==> src/rtl/icache_fill_ctrl.sv <==
// Miss/refill sequencer between L1 and L2 instruction caches and the external bus.
// Probes L2 on an L1 miss, refills L2 from two bus beats when needed, then loads L1.
module icache_fill_ctrl #(
  parameter int AMSB     = 79,
  parameter int pTimeout = 255
) (
  input  logic            clk,
  input  logic            rst,
  input  logic            miss_i,
  input  logic [AMSB:0]   miss_adr_i,
  input  logic            exv_i,
  input  logic            inv_i,
  output logic            busy_o,
  output logic [AMSB:0]   l2_adr_o,
  output logic            l2_wr_o,
  output logic [2:0]      l2_cnt_o,
  output logic [127:0]    l2_dat_o,
  output logic            l2_exv_o,
  output logic            l2_err_o,
  input  logic            l2_hit_i,
  input  logic [257:0]    l2_dat_i,
  output logic            l1_wr_o,
  output logic [AMSB:0]   l1_wadr_o,
  output logic [257:0]    l1_dat_o,
  output logic            nxt_o,
  output logic            cyc_o,
  output logic            stb_o,
  output logic [AMSB:0]   adr_o,
  input  logic [127:0]    dat_i,
  input  logic            ack_i,
  input  logic            err_i
);

  typedef enum logic [2:0] {
    IDLE, L2RD, L2CHK, BUS0, BUS1, SETTLE, L1WR, DONE
  } state_t;

  localparam logic [7:0]    TMO_MAX = 8'(pTimeout);
  localparam logic [AMSB:0] BEAT1   = {{(AMSB-4){1'b0}}, 5'b10000};

  state_t         state_q, state_d;
  logic [AMSB:0]  ladr_q, ladr_d;
  logic           exv_q, exv_d;
  logic           inv_q, inv_d;
  logic [7:0]     tmo_q, tmo_d;
  logic [257:0]   l1_dat_q, l1_dat_d;
  logic           bus_err;
  logic           beat_end;

  always_comb begin
    state_d   = state_q;
    ladr_d    = ladr_q;
    exv_d     = exv_q;
    inv_d     = inv_q | (inv_i & (state_q != IDLE));
    tmo_d     = 8'd0;
    l1_dat_d  = l1_dat_q;
    l2_wr_o   = 1'b0;
    l2_cnt_o  = 3'd0;
    l2_dat_o  = '0;
    l2_exv_o  = 1'b0;
    l2_err_o  = 1'b0;
    l1_wr_o   = 1'b0;
    l1_wadr_o = '0;
    nxt_o     = 1'b0;
    cyc_o     = 1'b0;
    stb_o     = 1'b0;
    adr_o     = '0;
    l2_adr_o  = '0;
    busy_o    = (state_q != IDLE);
    bus_err   = err_i | (tmo_q == TMO_MAX);
    beat_end  = ack_i | bus_err;

    if (state_q != IDLE)
      l2_adr_o = (state_q == BUS1) ? (ladr_q | BEAT1) : ladr_q;

    case (state_q)
      IDLE: begin
        if (miss_i) begin
          ladr_d  = {miss_adr_i[AMSB:5], 5'b0};
          exv_d   = exv_i;
          inv_d   = 1'b0;
          state_d = L2RD;
        end
      end
      L2RD: state_d = L2CHK;
      L2CHK: begin
        if (l2_hit_i) begin
          l1_dat_d = l2_dat_i;
          state_d  = L1WR;
        end else begin
          state_d  = BUS0;
        end
      end
      BUS0, BUS1: begin
        cyc_o = 1'b1;
        stb_o = 1'b1;
        adr_o = (state_q == BUS1) ? (ladr_q | BEAT1) : ladr_q;
        l2_cnt_o = {2'b00, state_q == BUS1};
        // timeout counter restarts at every beat start, saturating otherwise
        if (beat_end) begin
          l2_wr_o  = 1'b1;
          l2_dat_o = dat_i;
          l2_err_o = bus_err;
          l2_exv_o = exv_q;
          state_d  = (state_q == BUS1) ? SETTLE : BUS1;
        end else begin
          tmo_d = (tmo_q == 8'hFF) ? tmo_q : tmo_q + 8'd1;
        end
      end
      SETTLE: begin
        // tmo counter is zero on entry and reused as the 3-cycle settle count
        if (tmo_q == 8'd2) state_d = L2RD;
        else               tmo_d   = tmo_q + 8'd1;
      end
      L1WR: begin
        l1_wr_o   = ~(inv_q | inv_i);
        l1_wadr_o = ladr_q;
        state_d   = DONE;
      end
      DONE: begin
        l1_wadr_o = ladr_q;
        nxt_o     = 1'b1;
        state_d   = IDLE;
      end
      default: state_d = IDLE;
    endcase

    // an aborting reset must not leave a partial write behind
    if (rst) begin
      l2_wr_o = 1'b0;
      l1_wr_o = 1'b0;
      nxt_o   = 1'b0;
    end
  end

  assign l1_dat_o = l1_dat_q;

  always_ff @(posedge clk) begin
    if (rst) begin
      state_q  <= IDLE;
      ladr_q   <= '0;
      exv_q    <= 1'b0;
      inv_q    <= 1'b0;
      tmo_q    <= 8'd0;
      l1_dat_q <= '0;
    end else begin
      state_q  <= state_d;
      ladr_q   <= ladr_d;
      exv_q    <= exv_d;
      inv_q    <= inv_d;
      tmo_q    <= tmo_d;
      l1_dat_q <= l1_dat_d;
    end
  end

endmodule

==> config.mk <==
export PLATFORM = sky130hd
export DESIGN_NAME = icache_fill_ctrl
export DESIGN_NICKNAME = d
export VERILOG_FILES = /design/src/rtl/icache_fill_ctrl.sv
export SDC_FILE = /design/constraint.sdc
export NUM_CORES = 1
export LEC_CHECK = 0
export CAP_MARGIN = 20
export CORE_AREA = 3 3 430 432
export CTS_BUF_LIST = sky130_fd_sc_hd__clkbuf_8
export DETAILED_ROUTE_END_ITERATION = 16
export DIE_AREA = 0 0 433 435
export GPL_ROUTABILITY_DRIVEN = 0
export PLACE_DENSITY = 0.3
export SYNTH_ARGS = -nofsm -noshare
export SYNTH_HDL_FRONTEND = slang
export SYNTH_SLANG_ARGS = --single-unit
==> constraint.sdc <==
create_clock -name clk -period 3.22 [get_ports clk]
set_input_delay 0.644 -clock clk [delete_from_list [all_inputs] [get_ports clk]]
set_output_delay 0.644 -clock clk [all_outputs]
set_load 0.005 [all_outputs]
# == Yosys cells after proc, flatten, opt, wreduce, memory -nomap -nowiden ==
# Cells that the tools add are included.
# W data, S select, Z words.
# totals
register_bits,346
word_cells,64
# classes
addsub,1
eq_ne,13
reduce_logical,7
mux,31
n_bitwise,6
# op_table
operator,count
$mux W128,2
$mux W80,3
$mux W8,3
$pmux W3 S7,1
$mux W1,16
$pmux W8 S2,1
$eq A3 B3 Y1 const B,4
$mux W3,4
$add A8 B1 Y8 const B,1
$eq A8 B2 Y1 const B,1
$eq A8 B8 Y1 const B,1
$eq A3 B2 Y1 const B,2
$ne A2 B2 Y1 const B,3
$mux W5,1
$or A1 B1 Y1,4
$reduce_and A2 Y1,2
$reduce_or A2 Y1,2
$eq A3 B1 Y1 const B,1
$logic_not A3 Y1,1
$ne A3 B3 Y1 const B,1
$reduce_and A3 Y1,1
$reduce_bool A3 Y1,1
$and A1 B1 Y1,1
$not A1 Y1,1

# == Logic depth before layout (Yosys ltp) ==
# Gate-level depths: netlist (run 1).
# logic_depth
word_depth,6
depth_mapped,8
ltp_nobuf,6

# == Least setup slack after synthesis (run 1) ==
# No wires, ideal clock.
# synth_timing
kind,register to output
from,register tmo_q[0]
to,output port l2_dat_o[100]
stages_incl_launch_ff,8
path_slack_ns,0.946
arrival_ns,1.630
required_time_ns,2.576
cell_sequence,dfxtp_1 > ha_1 > and3_1 > buf_6 > a311o_1 > buf_6 > buf_6 > and3_1
# synth_between
elab_chain_len,5
# synth_lines
item,line_no,source
"start, declared",45,"logic [7:0] tmo_q, tmo_d;"
"start signal, assigned",151,tmo_q <= tmo_d;
$eq A8 B8 Y1,70,bus_err = err_i | (tmo_q == TMO_MAX);
$or A1 B1 Y1,70,
$or A1 B1 Y1,71,beat_end = ack_i | bus_err;
$mux W128,100,if (beat_end) begin
$mux W128,76,case (state_q)
"end, declared",17,"output logic [127:0] l2_dat_o,"
# Every way passes these cells.

# == Worst setup path after layout (run 1) ==
# layout_timing
from,register tmo_q[0]
to,output port l2_dat_o[88]
# Same word-level chain as after synthesis.

==> impl_metrics.env, run 1 <==
export IMPL_p_int_w=0.0121
export IMPL_vias=18400
export IMPL_avgSynthCellArea_um2=7.51
export IMPL_yosysTopAreaCellShare_pct=46.9
export IMPL_wl_per_cell_um=26.5
export IMPL_setup_viol=28
export IMPL_clockRootBuffer="clkbuf_8"
export IMPL_p_switching_w=0.00729
export IMPL_power_frac_seq_pct=28.0
export IMPL_cp_max_fo=13
export IMPL_area_delta_synth_final_pct=117
export IMPL_p_comb_share_pct=42.7
export IMPL_io_pin_count=1111
export IMPL_ys_ff_latch=346
export IMPL_crit_path_start_kind="flip-flop"
export IMPL_die_area_um2=188000
export IMPL_fin_ws_ns=-0.0299
export IMPL_fin_worst_skew_ns=0.0486
export IMPL_period_minus_slack_ns=3.25
export IMPL_rsz0062_at_grt="yes"
export IMPL_use_met1_pct=16.2
export IMPL_p_total_w=0.0194
export IMPL_yosysTopAreaCell="dfxtp_1"
export IMPL_start_util_pct=8.16
export IMPL_layout_drive_gt1_share_pct=17.6
export IMPL_drt_first_pass_iters=5
export IMPL_endpoint_kind="output pin"
export IMPL_clk_pin_slew_ns=0.06
export IMPL_fin_setup_tns_ns=-0.329
export IMPL_fp_row_count=156
export IMPL_first_global_vias=17900
export IMPL_grt_usage_pct=14.7
export IMPL_fp_dieH_um=435
export IMPL_hp_class="in2reg"
export IMPL_violations="negative setup slack"
export IMPL_synthArstFlopShare_pct=0
export IMPL_fp_dieW_um=433
export IMPL_max_cap_violations=0
export IMPL_place_port_buffers=1090
export IMPL_cpMaxStageDelayCell="a311o_2"
export IMPL_yosysWarnings=0
export IMPL_synthFlopType="dfxtp_1"
export IMPL_stdcell_area_um2=32000
export IMPL_routed_wl_mm=147
export IMPL_met2_usage_pct=27.3
export IMPL_tightestPinTransition_ns=0.966
export IMPL_antenna_found_initial=63
export IMPL_cts_buffer_depth=3
export IMPL_grt_busiest_layer="met2"
export IMPL_ir_drop_v=0.000326
export IMPL_yosys_top_cells_area="dfxtp_1 (47%), nand2_1 (17%), a21oi_1 (12%)"
export IMPL_status="finished with violations"
export IMPL_grt_max_degree=126
export IMPL_powerDensity_nw_per_um2=605
export IMPL_drtIter0Drc=869
export IMPL_cts_tree="done"
export IMPL_core_area_um2=181000
export IMPL_critPathMaxStageDelay_ns=0.38
export IMPL_synth_edf_count=0
export IMPL_drv_slew=0
export IMPL_period_share_pct=101
export IMPL_fmax_ghz=0.308
export IMPL_global_route_overflow_total=0
export IMPL_ys_seq_area_share_pct=46.9
export IMPL_cp_arrival_ns=2.61
export IMPL_path_class="reg2out"
export IMPL_cp_cell_sequence="ha_4, and3_4, a311o_2, buf_12, buf_12, buf_16, and3_1, buf_2"
export IMPL_slew_limit_headroom_pct=35.6
export IMPL_grt_pass1_wl_mm=185
export IMPL_synthesis_area_um2=14800
export IMPL_nets=3555
export IMPL_drtAntennaViolNets=0
export IMPL_p_leak_nw=12.4
export IMPL_netlist_cell_type_count=37
export IMPL_clockPowerShare_pct=29.3
export IMPL_avgViaCountPerCell=3.32
export IMPL_clock_latency_ns=0.78
export IMPL_cts_made_buffers=81
export IMPL_hold_viol_final=0
export IMPL_post_place_ws_ns=-0.0205
export IMPL_drc=0
export IMPL_clkSinkCount=346
export IMPL_cts_max_level=3
export IMPL_cp_common_cell="buf_12"
export IMPL_dpl_hpwl_mm=116
export IMPL_syn_inst=1967
export IMPL_cp_data_required_time_ns=2.58
export IMPL_switching_share_pct=37.6
export IMPL_grt_util_met3_pct=3.88
export IMPL_place_area_um2=28600
registers in the layout, summed over array words and instances, names as in the netlist:
| register | cells |
|---|---|
| l1_dat_o | 258 |
| ladr_q | 75 |
| tmo_q | 8 |
| state_q | 3 |
| exv_q | 1 |
| inv_q | 1 |
repair_timing:
item / 4_1_cts / 5_1_grt
pin swaps: 9 / 59
setup endpoints to repair: 302 / 178
gates cloned: 15 / 11
hold buffers: 0 / 0
buffers inserted: 29 / 5
gates resized for setup: 505 / 407
metal layers:
layer / part of all wire (%) / vias up
met3: 6.5 / 207
met5: 0.14 / -
met1: 38 / 8817
li1: - / 8665
met2: 52 / 679
met4: 2.9 / 32
cell type report:
class	count	area, µm²
multi-input combinational	1434	7570
fill	20500	149000
clock inverter	43	295
tap	2370	2970
antenna	22	55.1
inverter	8	58.8
timing repair inverter	1	8.76
clock buffer	105	1450
sequential	346	6940
timing repair buffer	1207	12700
synthesized netlist by cell type (all sizes together), types with 2 or more instances:
master / count
ha: 2
nor4b: 2
clkbuf: 93
nand3: 4
and3: 208
and2: 150
nor3: 12
o21ai: 3
o221ai: 2
buf: 100
nand2: 673
xnor2: 3
a21oi: 342
inv: 8
dfxtp: 346
nor2: 5
xor2: 3
cells in the final DEF, fill, tap and decap left out, types with 11 or more instances in the layout:
cell             synthesis  final
clkdlybuf4s50_1          0    811
nand2_1                673    672
dfxtp_1                346    341
a21oi_1                340    340
and2_1                 150    149
and3_4                   0    123
clkbuf_8                 0    105
buf_6                   12     95
and3_1                 208     84
dlygate4sd2_1            0     75
clkbuf_2                 1     52
buf_4                   25     52
buf_12                   0     49
inv_1                    6     31
diode_2                  0     22
dlymetal6s2s_1           0     19
clkdlybuf4s15_1          0     17
conb_1                   1     15
nor3_1                  11     11
final timing paths:
path,from,end,slack [ns],cells after the start
max,tmo_q[0],l2_dat_o[88],-0.03,8
min,rst,ladr_q[77],0.20,2
max reg2reg,state_q[2],ladr_q[29],0.95,10
min reg2reg,l1_dat_o[139],l1_dat_o[139],0.45,2
power by group through the flow:
stage               Combinational [W]  Sequential [W]  Clock [W]
detailed placement            0.00712         0.00550          0
CTS                           0.00805         0.00542    0.00608
finish                        0.00829         0.00543    0.00568
floorplan                     0.00248         0.00529          0
global route                  0.00883         0.00550    0.00620
global placement              0.00715         0.00548          0
logic make-up (layout without fill, tap and decap cells):
family | count (synthesis) | after routing | share of synthesized area [%]
adder cells (fa/ha/maj) | 2 | 2 | 0.169
multiplexers | 1 | 1 | 0.0678
other | 1 | 37 | 0.0254
AO/OA/AOI/OAI | 353 | 353 | 12.3
AND/OR/NAND/NOR | 1057 | 1057 | 33.4
flip-flops | 346 | 346 | 46.9
XOR/XNOR | 6 | 6 | 0.356
buffers and inverters | 201 | 1364 | 6.84
stage by stage:
step / std cells / hold WS, ns / util, %
final: 5536 / 0.195 / 17.7
after global routing: 5517 / 0.130 / 17.7
after CTS: 5503 / 0.0514 / 17.2
after detailed placement: 5312 / 0.445 / 15.8
after global placement: 5312 / 0.441 / 15.8
after floorplan: 1981 / 0.432 / -
worst max-delay path: cells and delay by family (launching register included):
family / cells / cell delay, ns
simple gates: 2 / 0.35
fa+ha+maj: 1 / 0.15
compound gates: 1 / 0.38
buf+inv: 4 / 0.62
flops: 1 / 0.35
Note: power is estimated with default switching activity, not from simulation.
==> run 2: changes to the inputs <==
--- a/config.mk
+++ b/config.mk
@@ -6,10 +6,10 @@
 export NUM_CORES = 1
 export LEC_CHECK = 0
 export CAP_MARGIN = 20
-export CORE_AREA = 3 3 430 432
+export CORE_AREA = 5 5 432 434
 export CTS_BUF_LIST = sky130_fd_sc_hd__clkbuf_8
 export DETAILED_ROUTE_END_ITERATION = 16
-export DIE_AREA = 0 0 433 435
+export DIE_AREA = 0 0 437 439
 export GPL_ROUTABILITY_DRIVEN = 0
 export PLACE_DENSITY = 0.3
 export SYNTH_ARGS = -nofsm -noshare
==> impl_metrics.env, run 2 (synthesis gave the netlist of run 1 again) <==
export IMPL_start_util_pct=8.10
export IMPL_vias=18400
export IMPL_drtAntennaViolNets=0
export IMPL_hold_viol_final=0
export IMPL_ir_drop_v=0.000423
export IMPL_grt_usage_pct=14.7
export IMPL_dpl_hpwl_mm=119
export IMPL_layout_drive_gt1_share_pct=15.5
export IMPL_largest_register_ffs=258
export IMPL_rsz0062_at_grt="yes"
export IMPL_tightestPinTransition_ns=0.997
export IMPL_cp_max_fo=8
export IMPL_fp_row_count=157
export IMPL_clock_latency_ns=0.80
export IMPL_period_minus_slack_ns=3.37
export IMPL_clkSinkCount=346
export IMPL_grt_pass1_wl_mm=188
export IMPL_p_leak_nw=12.1
export IMPL_path_class="reg2out"
export IMPL_cts_made_buffers=83
export IMPL_powerDensity_nw_per_um2=584
export IMPL_slew_limit_headroom_pct=33.5
export IMPL_max_cap_violations=0
export IMPL_fp_dieW_um=437
export IMPL_violations="negative setup slack"
export IMPL_fin_util_pct=17.3
export IMPL_status="finished with violations"
export IMPL_avgViaCountPerCell=3.32
export IMPL_fp_dieH_um=439
export IMPL_cts_buffer_depth=3
export IMPL_period_share_pct=105
export IMPL_setup_viol=93
export IMPL_place_area_um2=28500
export IMPL_cp_data_required_time_ns=2.58
export IMPL_whs_ns=0.275
export IMPL_io_pin_count=1111
export IMPL_place_port_buffers=1090
export IMPL_hp_class="in2reg"
export IMPL_antenna_found_initial=64
export IMPL_first_global_vias=18000
export IMPL_area_delta_synth_final_pct=114
export IMPL_endpoint_kind="output pin"
export IMPL_global_route_overflow_total=0
export IMPL_post_place_ws_ns=0.00584
export IMPL_cts_max_level=3
export IMPL_final_cell_mix="clkdlybuf4s50_1 (813), nand2_1 (672), dfxtp_1 (341), a21oi_1 (340), and2_1 (147)"
export IMPL_drc=0
export IMPL_drtIter0Drc=991
export IMPL_drt_first_pass_iters=5
export IMPL_stdcell_area_um2=31600
export IMPL_final_common_cell="clkdlybuf4s50_1"
export IMPL_drv_slew=0
export IMPL_fin_ws_ns=-0.154
export IMPL_crit_path_start_kind="flip-flop"
export IMPL_grt_max_degree=158
export IMPL_ctsHoldBuffers=0
export IMPL_routed_wl_mm=149
export IMPL_die_area_um2=192000
export IMPL_wl_per_cell_um=26.9
export IMPL_cp_arrival_ns=2.73
export IMPL_cts_tree="done"
export IMPL_fin_worst_skew_ns=0.0551
export IMPL_core_area_um2=182000
export IMPL_clockRootBuffer="clkbuf_8"
export IMPL_fmax_ghz=0.296
export IMPL_nets=3558
export IMPL_clk_pin_slew_ns=0.05
run 2: worst max-delay path, cell delays in order, from the launching register on:
cell     delay, ns
dfxtp_2       0.33
ha_4          0.16
and3_4        0.18
a311o_2       0.42
buf_12        0.17
buf_16        0.15
buf_12        0.15
buf_6         0.12
and3_4        0.17
buf_12        0.12
run 2: power breakdown:
part	switching, W	leakage [nW]	total, W	internal, W
registers	0.000525	2.81	0.00541	0.00489
clock network	0.00251	0.925	0.00520	0.00269
logic	0.00415	8.40	0.00781	0.00365
total	0.00719	12.1	0.0184	0.0112
run 2: path summary, 6_finish.rpt:
check,from,slack (ns),cells after the start,endpoint
worst min-delay path,rst,0.27,2,l1_dat_o[42]
worst min register to register,l1_dat_o[50],0.45,2,l1_dat_o[50]
worst max-delay path,tmo_q[1],-0.15,9,l2_dat_o[37]
worst max register to register,state_q[0],1.12,9,ladr_q[9]
run 2: final cells by class:
type	instances	area (µm²)
Timing Repair inverter	1	7.51
Timing Repair Buffer	1208	12600
Fill cell	20700	151000
Multi-Input combinational cell	1434	7420
Clock buffer	95	1310
Antenna cell	23	57.6
Tap cell	2385	2980
Sequential cell	346	6940
Clock inverter	46	240
Inverter	8	40.0
run 2: timing repair:
item,CTS,global route
setup endpoints to repair,357,154
setup buffers,49,14
cloned,15,4
pin swaps,18,10
gates resized for setup,600,215
run 2: metrics by stage:
step / total power, W / setup TNS (ns) / instances
after floorplan: 0.00777 / 0 / 1981
after CTS: 0.0187 / -36.99 / 5512
after detailed placement: 0.0124 / 0 / 5307
final: 0.0184 / -5.83 / 5546
after global placement: 0.0124 / 0 / 5307
after global routing: 0.0195 / -22.93 / 5525
run 2: routing by layer:
| layer | GRT usage, % | part of all wire [%] | routed length [µm] |
|---|---|---|---|
| met1 | 16.3 | 38 | 57400 |
| met2 | 27.4 | 52 | 78000 |
| met3 | 4.25 | 6.7 | 10000 |
| met4 | 3.81 | 2.5 | 3790 |
| met5 | 0 | 0.11 | 164 |
==> run 3: changes to the inputs <==
--- a/config.mk
+++ b/config.mk
@@ -12,6 +12,9 @@
 export DIE_AREA = 0 0 437 439
 export GPL_ROUTABILITY_DRIVEN = 0
 export PLACE_DENSITY = 0.3
+export SKIP_CTS_REPAIR_TIMING = 1
+export SLEW_MARGIN = 20
 export SYNTH_ARGS = -nofsm -noshare
 export SYNTH_HDL_FRONTEND = slang
 export SYNTH_SLANG_ARGS = --single-unit
+export TNS_END_PERCENT = 20
==> impl_metrics.env, run 3 (synthesis gave the netlist of run 1 again) <==
export IMPL_status="finished with violations"
export IMPL_violations="negative setup slack"
export IMPL_cp_endpoint="l2_dat_o[85]"
export IMPL_path_depth=9
export IMPL_crit_path_start_kind="flip-flop"
export IMPL_rrSetupSlack_ns=1.08
export IMPL_global_route_overflow_total=0
export IMPL_cp_cell_sequence="ha_4, and3_4, a311o_2, buf_12, buf_8, buf_6, clkbuf_16, and3_1, clkbuf_2"
export IMPL_seqCellArea_um2=6940
export IMPL_dpl_hpwl_mm=119
export IMPL_clk_pin_slew_ns=0.05
export IMPL_routed_wl_mm=147
export IMPL_final_cell_mix="clkdlybuf4s50_1 (877), nand2_1 (672), dfxtp_1 (341), a21oi_1 (340), and3_1 (151)"
export IMPL_critPathMaxStageDelay_ns=0.48
export IMPL_fin_ws_ns=-0.206
export IMPL_fmax_ghz=0.292
export IMPL_place_area_um2=28500
export IMPL_drc=0
export IMPL_largest_register_ffs=258
export IMPL_use_met1_pct=15.3
export IMPL_avgViaCountPerCell=3.29
export IMPL_start_util_pct=8.10
export IMPL_grt_busiest_layer="met2"
export IMPL_cpMaxStageDelayCell="a311o_2"
export IMPL_grt_pass1_wl_mm=182
export IMPL_vias=18100
export IMPL_fin_util_pct=17.0
export IMPL_fillCellCount=20800
export IMPL_cp_data_required_time_ns=2.58
export IMPL_drtIter0Drc=904
export IMPL_grt_max_degree=158
export IMPL_path_delay_family="buffers and inverters"
export IMPL_clkSinkCount=346
export IMPL_hold_viol_final=0
export IMPL_max_cap_violations=0
export IMPL_slew_limit_headroom_pct=34.6
export IMPL_drt_first_pass_iters=4
export IMPL_wl_per_cell_um=26.6
export IMPL_ir_drop_v=0.000440
export IMPL_area_delta_synth_final_pct=110
export IMPL_reg2reg_from="state_q[2]"
export IMPL_clock_latency_ns=0.80
export IMPL_p_leak_nw=13.2
export IMPL_endpoint_kind="output pin"
export IMPL_cts_max_level=3
export IMPL_p_total_w=0.0177
export IMPL_cts_tree="done"
export IMPL_powerDensity_nw_per_um2=571
export IMPL_cts_buffer_depth=3
export IMPL_period_minus_slack_ns=3.43
export IMPL_antenna_found_initial=68
export IMPL_met2_usage_pct=25.4
export IMPL_io_pin_count=1111
export IMPL_core_area_um2=182000
export IMPL_clockRootBuffer="clkbuf_8"
export IMPL_r2r_end="ladr_q[44]"
export IMPL_first_global_vias=17500
export IMPL_layout_drive_gt1_share_pct=11.6
export IMPL_cts_made_buffers=83
export IMPL_crit_path_start="tmo_q[0]"
export IMPL_fp_row_count=157
export IMPL_stdcell_area_um2=31000
export IMPL_critPathBufInv=5
export IMPL_cp_arrival_ns=2.78
export IMPL_fp_dieH_um=439
export IMPL_tightestPinTransition_ns=0.982
export IMPL_path_class="reg2out"
export IMPL_multi_input_area_um2=7230
export IMPL_hp_class="in2reg"
export IMPL_worst_r2r_path_depth=7
export IMPL_nets=3510
export IMPL_grt_usage_pct=14.2
export IMPL_period_share_pct=106
export IMPL_final_common_cell="clkdlybuf4s50_1"
export IMPL_drtAntennaViolNets=0
export IMPL_rsz0062_at_grt="yes"
export IMPL_fin_worst_skew_ns=0.0597
export IMPL_instances_no_fill=5505
export IMPL_grt_util_met3_pct=4.85
export IMPL_place_port_buffers=1090
export IMPL_setup_viol=123
export IMPL_dp_cells=5307
export IMPL_die_area_um2=192000
export IMPL_cp_max_fo=5
export IMPL_drv_slew=0
export IMPL_fp_dieW_um=437
run 3: layer usage:
metal	vias up	part of all wire (%)	wire (µm)
met5	-	0.11	158
met4	28	4.2	6230
met3	211	7.6	11200
met2	680	50	74000
met1	8598	38	55000
li1	8570	-	-
run 3: power breakdown:
| group | switching, W | internal (W) | leakage (nW) |
|---|---|---|---|
| registers | 0.000546 | 0.00489 | 2.81 |
| logic | 0.00387 | 0.00320 | 9.44 |
| clock network | 0.00251 | 0.00269 | 0.925 |
run 3: area by class of cell:
class / count / share of cell area [%]
inverter: 8 / 0.182
tap: 2385 / 9.63
timing repair buffer: 1161 / 39.2
antenna: 30 / 0.242
sequential: 346 / 22.4
clock inverter: 46 / 0.775
multi-input combinational: 1434 / 23.3
clock buffer: 95 / 4.22
run 3: worst min path at each step:
stage,start,endpoint,slack [ns],cells past startpoint
after global placement,l1_dat_o[40],l1_dat_o[40],0.44,2
after detailed placement,l1_dat_o[3],l1_dat_o[3],0.45,2
final,rst,l1_dat_o[42],0.27,2
after floorplan,exv_q,exv_q,0.43,2
after global routing,rst,l1_dat_o[42],0.18,2
after CTS,rst,l1_dat_o[42],0.11,2
run 3: per-stage QoR:
step	TNS, ns	setup slack [ns]	hold WS [ns]
floorplan	0	0.946	0.432
global placement	0	0.00271	0.441
detailed placement	0	0.00584	0.446
CTS	-138.20	-0.674	0.114
global route	-38.77	-0.356	0.178
finish	-13.76	-0.206	0.267
